[src/rtl/fx3_stream_out_capture.sv]
`default_nettype none
// ============================================================================
//  Module      : fx3_stream_out_capture
//  Description : Realigns FX3 slave-FIFO read data with the read strobe,
//                buffers words in a local FIFO, unpacks each 32-bit word into
//                two RGB565 pixels and throttles the read controller so the
//                FIFO never overflows.
//  Revision    : 1.0 - initial release
// ============================================================================
module fx3_stream_out_capture #(
  parameter int DEPTH      = 16,
  parameter int RD_LATENCY = 2,
  parameter int MARGIN     = 4
) (
  input  logic                     clk_100,
  input  logic                     reset,
  input  logic                     flush,
  input  logic                     reading,
  input  logic [31:0]              stream_out_data_from_fx3,
  output logic                     stream_out_mode_selected,
  output logic [15:0]              pix_data,
  output logic                     pix_valid,
  input  logic                     pix_ready,
  output logic [$clog2(DEPTH):0]   fifo_level,
  output logic                     overflow
);

  localparam int ADDR_W = $clog2(DEPTH);
  localparam int LVL_W  = ADDR_W + 1;

  typedef enum logic [1:0] {
    ST_EMPTY = 2'd0,
    ST_LOW   = 2'd1,
    ST_HIGH  = 2'd2
  } unpack_state_t;

  logic [RD_LATENCY-1:0] rd_pipe;
  logic                  push;
  int                    pending;
  int                    free_words;

  logic [LVL_W-1:0]      wr_ptr;
  logic [LVL_W-1:0]      rd_ptr;
  logic [31:0]           mem [DEPTH];
  logic                  full;
  logic                  not_empty;
  logic                  push_ok;
  logic                  pop;

  unpack_state_t         state;
  unpack_state_t         state_next;
  logic                  load_word;
  logic                  load_high;
  logic [15:0]           high_half;

  // Shift register tracking which cycles will carry FX3 read data.
  generate
    if (RD_LATENCY == 1) begin : g_pipe_single
      // Single-stage latency pipe.
      always_ff @(posedge clk_100 or posedge reset) begin
        if (reset)      rd_pipe <= '0;
        else if (flush) rd_pipe <= '0;
        else            rd_pipe <= reading;
      end
    end else begin : g_pipe_multi
      // Multi-stage latency pipe, newest read enters at bit 0.
      always_ff @(posedge clk_100 or posedge reset) begin
        if (reset)      rd_pipe <= '0;
        else if (flush) rd_pipe <= '0;
        else            rd_pipe <= {rd_pipe[RD_LATENCY-2:0], reading};
      end
    end
  endgenerate

  assign push = rd_pipe[RD_LATENCY-1];

  // Count of reads still in flight, i.e. words that will arrive regardless.
  always_comb begin
    pending = 0;
    for (int i = 0; i < RD_LATENCY; i++) begin
      if (rd_pipe[i]) pending = pending + 1;
    end
  end

  assign fifo_level = wr_ptr - rd_ptr;
  assign full       = (fifo_level == LVL_W'(DEPTH));
  assign not_empty  = (fifo_level != '0);
  // A simultaneous pop frees the slot, so a push into a full FIFO is kept.
  assign push_ok    = push && (!full || pop);

  // FIFO pointers and sticky overflow flag.
  always_ff @(posedge clk_100 or posedge reset) begin
    if (reset) begin
      wr_ptr   <= '0;
      rd_ptr   <= '0;
      overflow <= 1'b0;
    end else if (flush) begin
      wr_ptr   <= '0;
      rd_ptr   <= '0;
      overflow <= 1'b0;
    end else begin
      if (push_ok) wr_ptr <= wr_ptr + 1'b1;
      if (pop)     rd_ptr <= rd_ptr + 1'b1;
      if (push && full && !pop) overflow <= 1'b1;
    end
  end

  // FIFO storage; contents need no reset since the pointers gate validity.
  always_ff @(posedge clk_100) begin
    if (push_ok && !flush) mem[wr_ptr[ADDR_W-1:0]] <= stream_out_data_from_fx3;
  end

  // Unpacker state register.
  always_ff @(posedge clk_100 or posedge reset) begin
    if (reset)      state <= ST_EMPTY;
    else if (flush) state <= ST_EMPTY;
    else            state <= state_next;
  end

  // Unpacker next state, FIFO pop and pixel register load controls.
  always_comb begin
    state_next = state;
    pop        = 1'b0;
    load_word  = 1'b0;
    load_high  = 1'b0;
    case (state)
      ST_EMPTY: begin
        if (not_empty) begin
          pop        = 1'b1;
          load_word  = 1'b1;
          state_next = ST_LOW;
        end
      end
      ST_LOW: begin
        if (pix_ready) begin
          load_high  = 1'b1;
          state_next = ST_HIGH;
        end
      end
      ST_HIGH: begin
        if (pix_ready) begin
          if (not_empty) begin
            // Fetch the next word right away so pixels stay back-to-back.
            pop        = 1'b1;
            load_word  = 1'b1;
            state_next = ST_LOW;
          end else begin
            state_next = ST_EMPTY;
          end
        end
      end
      default: state_next = ST_EMPTY;
    endcase
  end

  // Pixel output register and holding register for the upper half-word.
  always_ff @(posedge clk_100 or posedge reset) begin
    if (reset) begin
      pix_data  <= '0;
      high_half <= '0;
    end else if (flush) begin
      pix_data  <= '0;
      high_half <= '0;
    end else if (load_word) begin
      {high_half, pix_data} <= mem[rd_ptr[ADDR_W-1:0]];
    end else if (load_high) begin
      pix_data <= high_half;
    end
  end

  assign pix_valid = (state != ST_EMPTY);

  // Space left once every in-flight read has landed.
  assign free_words = DEPTH - int'(fifo_level) - pending;

  // Registered read enable: drop it before in-flight plus late reads overfill.
  always_ff @(posedge clk_100 or posedge reset) begin
    if (reset) stream_out_mode_selected <= 1'b0;
    else       stream_out_mode_selected <= !flush && (free_words >= MARGIN);
  end

endmodule
`default_nettype wire

[config.mk]
export PLATFORM = sky130hd
export DESIGN_NAME = fx3_stream_out_capture
export DESIGN_NICKNAME = d
export VERILOG_FILES = /design/src/rtl/fx3_stream_out_capture.sv
export SDC_FILE = /design/constraint.sdc
export NUM_CORES = 1
export LEC_CHECK = 0
export ABC_AREA = 1
export ABC_CLOCK_PERIOD_IN_PS = 8100
export BUFFER_PORTS_ARGS = -buffer_cell sky130_fd_sc_hd__buf_2
export CAP_MARGIN = 20
export CORE_MARGIN = 5
export CORE_UTILIZATION = 30
export DETAILED_ROUTE_END_ITERATION = 16
export PLACE_DENSITY_LB_ADDON = 0.25
export REMOVE_ABC_BUFFERS = 1
export SLEW_MARGIN = 15
export SYNTH_ARGS = -nofsm -noshare
export SYNTH_HDL_FRONTEND = slang
export SYNTH_SLANG_ARGS = --single-unit
[constraint.sdc]
create_clock -name clk_100 -period 8.1 [get_ports clk_100]
set_input_delay 0.81 -clock clk_100 [delete_from_list [all_inputs] [get_ports clk_100]]
set_output_delay 0.81 -clock clk_100 [all_outputs]
set_load 0.1 [all_outputs]
# Word-level counts from Yosys, hierarchy flattened
# Memory sizes are Yosys's and may differ from the RTL's.
# Index checks and enable logic that the tools add are counted.
[word_totals]
ff_bits = 48
ramBits = 512
inputBits = 37
out_inout_bits = 24
word_cells = 66
memories = 1
[mem_list]
columns = ["memory", "words", "width", "rd", "rd_ports_with_merged_regs", "wr", "line_no", "rtl"]
rows = [
  ["mem", 16, 32, 1, 0, 1, "44", "logic [31:0] mem [DEPTH];"],
]
[op_classes]
n_addsub = 6
magnitude_cmp = 1
n_eq_ne = 6
n_mux = 27
n_reduce_logical = 17
[ops]
columns = ["operator", "count"]
rows = [
  ["2-to-1 mux 16 bit", 5],
  ["adder 32 x 2 -> 32 bit, second input constant", 1],
  ["greater-or-equal comparator 32 x 4 -> 1 bit, second input constant", 1],
  ["2-to-1 mux 32 bit", 1],
  ["subtractor 6 x 32 -> 32 bit", 1],
  ["2-to-1 mux 5 bit", 4],
  ["adder 5 x 1 -> 5 bit, second input constant", 2],
  ["2-to-1 mux 1 bit", 10],
  ["2-to-1 mux 2 bit", 5],
  ["!= test 3 bit, second input constant", 3],
  ["nonzero test 2 bit", 4],
  ["one-hot mux 2 bit (3 select lines)", 1],
  ["subtractor 5 x 5 -> 6 bit, first input constant", 1],
  ["== test 5 bit, second input constant", 1],
  ["logical AND 1 bit", 5],
  ["nonzero test 5 bit", 1],
  ["subtractor 5 bit", 1],
  ["logical NOT 1 bit", 3],
  ["AND reduction 3 bit", 1],
  ["nonzero test 3 bit", 1],
  ["== test 2 x 1 -> 1 bit, second input constant", 1],
  ["== test 2 bit, second input constant", 1],
  ["logical NOT 2 bit", 1],
  ["one-hot mux 1 bit (2 select lines)", 1],
  ["logical OR 1 bit", 1],
]

# Longest topological paths before layout
# Gate-level depths: netlist of the first run.
[logic_depth]
ltp_word = 10
ltp_mapped = 23
ltp_nobuf = 22

# Least setup slack after synthesis of the first run
# Ideal clock, no wire load.
[synth_path]
kind = "flip-flop to flip-flop"
start = "register rd_ptr[2]"
end = "memory mem[11][0], enable pin"
setup_ns = 0.461
arrival_time_ns = 5.188
t_required_ns = 7.639
slack_ns = 2.451
path_stages_with_launch = 14
path_buffers = 1
period_less_slack_ns = 5.649
cell_sequence = "dfrtp_1 > inv_1 > clkbuf_1 > ha_1 > a21oi_1 > nand3_1 > nand2_1 > nor3_1 > ha_1 > nor2_1 > nand2_4 > nand2_1 > nand3_1 > nor3_1"
[synth_between]
elab_chain_len = 10
elab_cells_between_ends = 12
classes_between = "1 x add/sub; 1 x eq/ne; 5 x mux; 5 x reduce/logical"
[synth_lines]
columns = ["element", "line_no", "rtl"]
rows = [
  ["start: declaration", "43", "logic [LVL_W-1:0] rd_ptr;"],
  ["start signal: assignment", "103", "if (pop) rd_ptr <= rd_ptr + 1'b1;"],
  ["subtractor 5 bit *", "85", "assign fifo_level = wr_ptr - rd_ptr;"],
  ["named net fifo_level[3]", "24", "output logic [$clog2(DEPTH):0] fifo_level,"],
  ["nonzero test 5 bit", "87", "assign not_empty = (fifo_level != '0);"],
  ["2-to-1 mux 1 bit", "128, 142", ""],
  ["2-to-1 mux 1 bit", "141", "if (pix_ready) begin"],
  ["one-hot mux 1 bit (2 select lines)", "126", "case (state)"],
  ["logical OR 1 bit *", "89", "assign push_ok = push && (!full || pop);"],
  ["logical AND 1 bit *", "89", ""],
  ["logical AND 1 bit *", "110", "if (push_ok && !flush) mem[wr_ptr[ADDR_W-1:0]] <= stream_out_data_from_fx3;"],
  ["2-to-1 mux 1 bit *", "110", ""],
  ["2-to-1 mux 1 bit (not written as such) *", "110", ""],
  ["end: declaration", "44", ""],
]
# The timed path passes the listed nets; every way through them passes the cells marked *.

# Worst setup path in the final report of the first run
[layout_path]
start = "register rd_ptr[3]"
end = "memory mem[14][20], enable pin"
[layout_between]
elab_chain_len = 10
elab_cells_between_ends = 12
classes_between = "1 x add/sub; 1 x eq/ne; 5 x mux; 5 x reduce/logical"
[layout_lines]
columns = ["element", "line_no"]
rows = [
  ["subtractor 5 bit *", "85"],
  ["nonzero test 5 bit", "87"],
  ["2-to-1 mux 1 bit", "128, 142"],
  ["2-to-1 mux 1 bit", "141"],
  ["one-hot mux 1 bit (2 select lines)", "126"],
  ["logical OR 1 bit *", "89"],
  ["logical AND 1 bit *", "89"],
  ["logical AND 1 bit *", "110"],
  ["2-to-1 mux 1 bit *", "110"],
  ["2-to-1 mux 1 bit (not written as such) *", "110"],
]
# Mark *: on every way between the ends. The rest lies on a longest branch, timed or not.

==> out/results.ini, run 1 <==
[route]
postRouteAntennaNets = 0
vias = 14500
wl_um = 62100
initialDrtViolationCount = 1203
route.detailed.drc = 0
via_per_inst = 5.09
drt-pass1-iter-count = 5
wire_per_inst_um = 21.9

[clock_network]
numCtsBuffers = 59
path_clk_slew_ns = 0.06
clockBufferDepth = 3
clockRootBuffer = clkbuf_16
htree_levels = 2
clk_latency_ns = 0.61
cts_tree = yes
cts_resized = 0
hold_buffers = 0
cts_num_sinks = 560
cts_setup_buffers = 0

[layout]
syn_to_final_growth_pct = 14.4
regArea_mm2 = 0.0166
multi_input_area_mm2 = 0.00550
fillers = 7186
design_area_mm2 = 0.0259
nets = 1887
drive_gt1_share_pct = 11.5
diodes = 0

[grt]
grt_overflow_total = 0
grt_pass1_wl_um = 93700
grt_pass1_vias = 14500
grtUsageTotal_pct = 15.0
grt_max_degree = 211
antenna_found_initial = 1

[placement]
pre_cts_ws_ns = 3.14
place_congestion = 0.788
port_buffers = 60
dpl_cell_area_mm2 = 0.0240
dpl.hpwl_um = 34400

[pwr]
power.leakage_nw = 8.82
internal-power_mw = 5.43
power.density_mw_per_mm2 = 331
switchingPower_mw = 3.15
ir_worst_vdd_uv = 223
pwr-share-comb_pct = 30.6
power_frac_seq_pct = 38.8
power_mw = 8.58
clkPwrFrac_pct = 30.6
swShare_pct = 36.8

[timing]
worst_pin_slew_ns = 1.12
fin_crit_ns = 4.84
finClkSkew_ns = 0.0216
slew_violations = 0
setup_viol_count_final = 0
worst_slack_ns = 3.26
hold_viol_final = 0
period_share_pct = 59.7
clock.fmax_mhz = 207
rsz0062_at_grt = false
max_slew_margin_pct = 25.2

[floorplanning]
die_area_mm2 = 0.0812
core_area_mm2 = 0.0747
fp.dieW_um = 285
initial_core_util_pct = 30.4
io_pins = 61
num_rows = 100
die_h_um = 285

[synthesis]
ys_warn_count = 0
synth_top_area_share_pct = 67.8
yosys.area.top_type = edfxtp_1
seq_area_frac_synth_pct = 73.1
netlist_instances = 1783
synthTopCellsByArea = edfxtp_1 68%, dfrtp_1 5.3%, nand2_1 4.6%
synth_seq_cells = 560
synthDistinctLibCells = 39
async_flop_share_pct = 8.57
synth_top_flop_cell = edfxtp_1
syn_area_mm2 = 0.0227
synth_edf_count = 512
syn_avg_cell_area_um2 = 12.7

[worst_setup_path]
reg2reg_from = rd_ptr[3]
cp.arrival_ns = 5.10
timing.rr.end = mem[14][20]
crit_required_ns = 8.36
crit_fanout = 34
reg2reg_slack_ns = 3.26
reg2reg_depth = 15
crit_path_start_kind = register
worstSetupPathType = register to register
cp-end-kind = register

[outcome]
status = finished, final reports clean

[run]
cap_violations = 0

[hold_path]
hold_class = input port to asynchronous set/reset pin

per-layer routing:
layer	routed length, µm	vias up	track usage, %
li1	-	6626	-
met1	28200	7383	20.9
met2	29900	360	24.9
met3	2660	88	1.92
met4	1300	0	3.86
met5	0	-	0
kinds of logic (layout without fill, tap and decap cells):
logic type	count (synthesis)	count (layout)	synth area share, %
AO/OA/AOI/OAI	428	428	10.9
XOR/XNOR	3	3	0.116
adder cells (fa/ha/maj)	25	25	1.45
buffers and inverters	146	235	3.15
flip-flops	560	560	73.1
AND/OR/NAND/NOR	621	621	11.3
cell type report:
class | count | share of cell area [%]
multi-input cells | 1077 | 21.2
flip-flops and latches | 560 | 63.9
repair buffers | 90 | 2.43
clock inverters | 35 | 1.20
inverters | 37 | 0.559
clock buffers | 73 | 6.01
well taps | 969 | 4.67
power groups by stage:
stage | Clock, mW | Sequential [mW] | Combinational [mW]
floorplan | 0 | 3.72 | 1.52
global placement | 0 | 3.39 | 2.60
detailed placement | 0 | 3.39 | 2.64
CTS | 2.69 | 3.33 | 2.65
global route | 2.81 | 3.34 | 2.91
finish | 2.63 | 3.33 | 2.63
synth_stat cells (2+ instances only):
cell type  count
a21oi_1      117
buf_4         16
a32o_1        11
buf_1          4
buf_2         45
fa_1           2
ha_1          23
nand2_4        2
o21ai_0      196
nand3_2        2
xnor2_1        2
nor2_1       216
o22ai_1       38
a22o_1        11
buf_6          6
nand3_1      103
nor3_1         9
nand2_2        2
nor2_4         3
o221ai_1      30
edfxtp_1     512
inv_2          6
nand4_1        3
inv_1         30
clkbuf_1      37
nand2_1      275
o211ai_1      23
dfrtp_1       48
worst max path at each step:
| stage | slack [ns] | start | endpoint |
|---|---|---|---|
| 2_1_floorplan | -1.0 | rd_ptr[0] | mem[11][0] |
| 3_3_place_gp | 3.26 | rd_ptr[3] | mem[12][25] |
| 3_5_place_dp | 3.14 | rd_ptr[3] | mem[12][21] |
| 4_1_cts | 3.15 | rd_ptr[3] | mem[14][20] |
| 5_1_grt | 2.95 | rd_ptr[3] | mem[14][20] |
| 6_report | 3.26 | rd_ptr[3] | mem[14][20] |
registers in the layout (all words and copies together), names as in the netlist:
register	cells
mem	512
high_half	16
pix_data	16
rd_ptr	5
wr_ptr	5
rd_pipe	2
state	2
overflow	1
stream_out_mode_selected	1
metrics by stage:
stage	hold WS (ns)	setup TNS [ns]	cells	util, %
3_5_place_dp	0.473	0	2730	32.1
5_1_grt	0.392	0	2841	34.7
3_3_place_gp	0.465	0	2728	32.1
2_1_floorplan	0.444	-264.01	1674	-
6_report	0.401	0	2841	34.7
4_1_cts	0.368	0	2838	34.6
cell usage in the layout (no fill, tap or decap), types with 11 or more instances in the layout:
master / count
edfxtp_1: 512
nand2_1: 275
nor2_1: 203
o21ai_0: 196
a21oi_1: 117
nand3_1: 103
buf_2: 60
clkbuf_16: 59
dfrtp_1: 45
o22ai_1: 38
o221ai_1: 30
inv_1: 29
buf_4: 24
o211ai_1: 23
ha_1: 23
nor2_4: 16
clkinv_2: 12
a32o_1: 11
a22o_1: 11
clkinv_1: 11
clkbuf_1: 11
critical path, stage by stage, from the launching register on:
cell	delay (ns)
dfrtp_1	0.43
inv_2	0.66
ha_1	0.43
a21oi_1	0.19
nand3_1	0.10
nand2_1	0.18
inv_1	0.07
ha_1	0.19
nor2_1	0.17
nand2_4	0.13
nand2_1	0.10
nand2_1	0.10
nor2_1	0.32
nand2_1	0.32
nor2_4	0.61
buf_4	0.47
(Power assumes the default switching activity.)
==> run 2, diff against run 1 <==
--- a/config.mk
+++ b/config.mk
@@ -6,7 +6,7 @@
 export NUM_CORES = 1
 export LEC_CHECK = 0
 export ABC_AREA = 1
-export ABC_CLOCK_PERIOD_IN_PS = 8100
+export ABC_CLOCK_PERIOD_IN_PS = 4100
 export BUFFER_PORTS_ARGS = -buffer_cell sky130_fd_sc_hd__buf_2
 export CAP_MARGIN = 20
 export CORE_MARGIN = 5
==> constraint.sdc (replaced) <==
create_clock -name clk_100 -period 4.1 [get_ports clk_100]
set_input_delay 0.41 -clock clk_100 [delete_from_list [all_inputs] [get_ports clk_100]]
set_output_delay 0.41 -clock clk_100 [all_outputs]
set_load 0.1 [all_outputs]
==> out/results.ini, run 2 (synthesis gave the netlist of run 1 again) <==
[outcome]
status = finished, final reports clean  ; unchanged

[grt]
grt_overflow_total = 0  ; unchanged
grtUsageTotal_pct = 15.0  ; about the same
grt_pass1_wl_um = 94300  ; was 93700 µm
grt_pass1_vias = 14500  ; about the same
antenna_found_initial = 3  ; was 1
grt_max_degree = 87  ; was 211

[floorplanning]
die_h_um = 285  ; unchanged
num_rows = 100  ; unchanged
die_area_mm2 = 0.0812  ; unchanged
fp.dieW_um = 285  ; unchanged
initial_core_util_pct = 30.4  ; unchanged
core_area_mm2 = 0.0747  ; unchanged
io_pins = 61  ; unchanged

[pwr]
clkPwrFrac_pct = 30.3  ; was 30.6%
swShare_pct = 36.4  ; was 36.8%
switchingPower_mw = 6.19  ; was 3.15 mW
ir_worst_vdd_uv = 360  ; was 223 µV
power_frac_seq_pct = 38.2  ; was 38.8%
power.density_mw_per_mm2 = 646  ; was 331 mW/mm²
internal-power_mw = 10.8  ; was 5.43 mW
pwr-share-comb_pct = 31.5  ; was 30.6%
power.leakage_nw = 8.99  ; was 8.82 nW

[layout]
fin_cells = 2873  ; was 2841
final_common_cell = edfxtp_1  ; unchanged
largest_reg_flops = 512  ; unchanged
syn_to_final_growth_pct = 16.0  ; was 14.4%
final_cell_mix = 512 x edfxtp_1, 272 x nand2_1, 203 x nor2_1, 196 x o21ai_0, 117 x a21oi_1  ; was 512 x edfxtp_1, 275 x nand2_1, 203 x nor2_1, 196 x o21ai_0, 117 x a21oi_1
nets = 1919  ; was 1887
final_util_pct = 35.2  ; was 34.7%
drive_gt1_share_pct = 12.8  ; was 11.5%

[clock_network]
cts_tree = yes  ; unchanged
clockBufferDepth = 3  ; unchanged
htree_levels = 2  ; unchanged
clockRootBuffer = clkbuf_16  ; unchanged
cts_num_sinks = 560  ; unchanged
clk_latency_ns = 0.61  ; about the same
path_clk_slew_ns = 0.06  ; about the same
numCtsBuffers = 57  ; was 59

[route]
drt-pass1-iter-count = 5  ; unchanged
postRouteAntennaNets = 0  ; unchanged
wl_um = 62100  ; about the same
vias = 14500  ; about the same
route.detailed.drc = 0  ; unchanged
via_per_inst = 5.05  ; was 5.09
initialDrtViolationCount = 1267  ; was 1203
wire_per_inst_um = 21.6  ; was 21.9 µm

[worst_setup_path]
critPathLaunch = wr_ptr[0]  ; was rd_ptr[3]
worstSetupPathType = register to register  ; unchanged
slowest_delay_ns = 0.56  ; was 0.66 ns
cp.arrival_ns = 4.42  ; was 5.10 ns
reg2reg_from = wr_ptr[0]  ; was rd_ptr[3]
crit_fanout = 5  ; was 34
timing.critical_path.mode_cell = ha_1  ; was nand2_1
crit_required_ns = 4.58  ; was 8.36 ns
crit_chain = inv_1 > ha_1 > fa_1 > ha_1 > inv_1 > nor3_1 > ha_1 > a21oi_1 > nand3_1 > ha_1 > nor4_1 > nand3_1 > nor2_1 > nand2_1 > nand2_1 > nor2_1  ; was inv_2 > ha_1 > a21oi_1 > nand3_1 > nand2_1 > inv_1 > ha_1 > nor2_1 > nand2_4 > nand2_1 > nand2_1 > nor2_1 > nand2_1 > nor2_4 > buf_4
cp-end-kind = register  ; unchanged
crit_slowest_cell = fa_1  ; was inv_2
crit_path_start_kind = register  ; unchanged

[timing]
period_share_pct = 96.3  ; was 59.7%
rsz0062_at_grt = true  ; was false
clock.fmax_mhz = 253  ; was 207 MHz
max_slew_margin_pct = 26.2  ; was 25.2%
fin_crit_ns = 3.95  ; was 4.84 ns
finClkSkew_ns = 0.0154  ; was 0.0216 ns
hold_viol_final = 0  ; unchanged
setup_viol_count_final = 0  ; unchanged
worst_pin_slew_ns = 1.10  ; was 1.12 ns
slew_violations = 0  ; unchanged

[hold_path]
hold_class = input port to register  ; was input port to asynchronous set/reset pin
worstHoldStart = stream_out_data_from_fx3[1]

[run]
cap_violations = 0  ; unchanged

[placement]
dpl.hpwl_um = 35300  ; was 34400 µm
place_congestion = 0.797  ; was 0.788
dp.cells = 2763  ; was 2730
port_buffers = 60  ; unchanged

==> run 2: repair_timing <==
item,4_1_cts,5_1_grt
buffers inserted,0,1
setup endpoints to repair,0,94
gates resized for setup,0,5
endpoints found under the hold margin,23,0
hold buffers,3,0
==> run 2: per-stage QoR <==
step | setup TNS, ns | power (mW) | setup WS (ns) | area (µm²) | hold slack (ns)
after floorplan | -2448.22 | 10.4 | -5.00 | 22100 | 0.444
after global placement | 0 | 11.9 | 0.132 | 24400 | 0.464
after detailed placement | 0 | 12.0 | 0.153 | 24400 | 0.463
after CTS | 0 | 17.2 | 0.120 | 26300 | 0.139
after global routing | -0.170 | 18.0 | -0.170 | 26300 | 0.162
final | 0 | 17.0 | 0.152 | 26300 | 0.181
==> run 2: final cells by class <==
| type | instances | area, µm² |
|---|---|---|
| inverter | 37 | 145 |
| multi-input combinational | 1077 | 5510 |
| fill | 7208 | 48400 |
| sequential | 560 | 16600 |
| clock buffer | 75 | 1570 |
| antenna | 1 | 2.50 |
| clock inverter | 30 | 279 |
| tap | 969 | 1210 |
| timing repair buffer | 124 | 1010 |
==> run 2: layer usage <==
metal	global-route usage, %	vias up	wire (µm)
met2	24.4	377	29300
met3	2.24	95	3070
li1	-	6688	-
met1	21.2	7340	28200
met5	0	-	0
met4	4.14	0	1550
==> run 2: worst paths after layout <==
kind / to / depth (start not counted) / slack (ns)
setup / recovery: stream_out_mode_selected / 16 / 0.15
hold / removal: mem[7][1] / 1 / 0.18
setup reg to reg: stream_out_mode_selected / 16 / 0.15
hold reg to reg: high_half[5] / 2 / 0.48
max in group asynchronous: rd_ptr[2] / 4 / 2.78
min in group asynchronous: rd_pipe[0] / 3 / 0.42
==> run 2: power by group through the flow <==
stage	clock [mW]	sequential (mW)	combinational, mW
floorplan	0	7.35	3.00
global placement	0	6.62	5.30
detailed placement	0	6.62	5.38
CTS	5.27	6.50	5.40
global route	5.54	6.52	5.91
finish	5.15	6.50	5.36
==> run 2: worst max-delay path: cells and delay by family (launching register included) <==
family,cells,cell delay (ns)
adder cells (fa/ha/maj),5,1.63
AND/OR/NAND/NOR,8,1.25
flip-flops,1,0.41
AO/OA/AOI/OAI,1,0.33
buffers and inverters,2,0.18
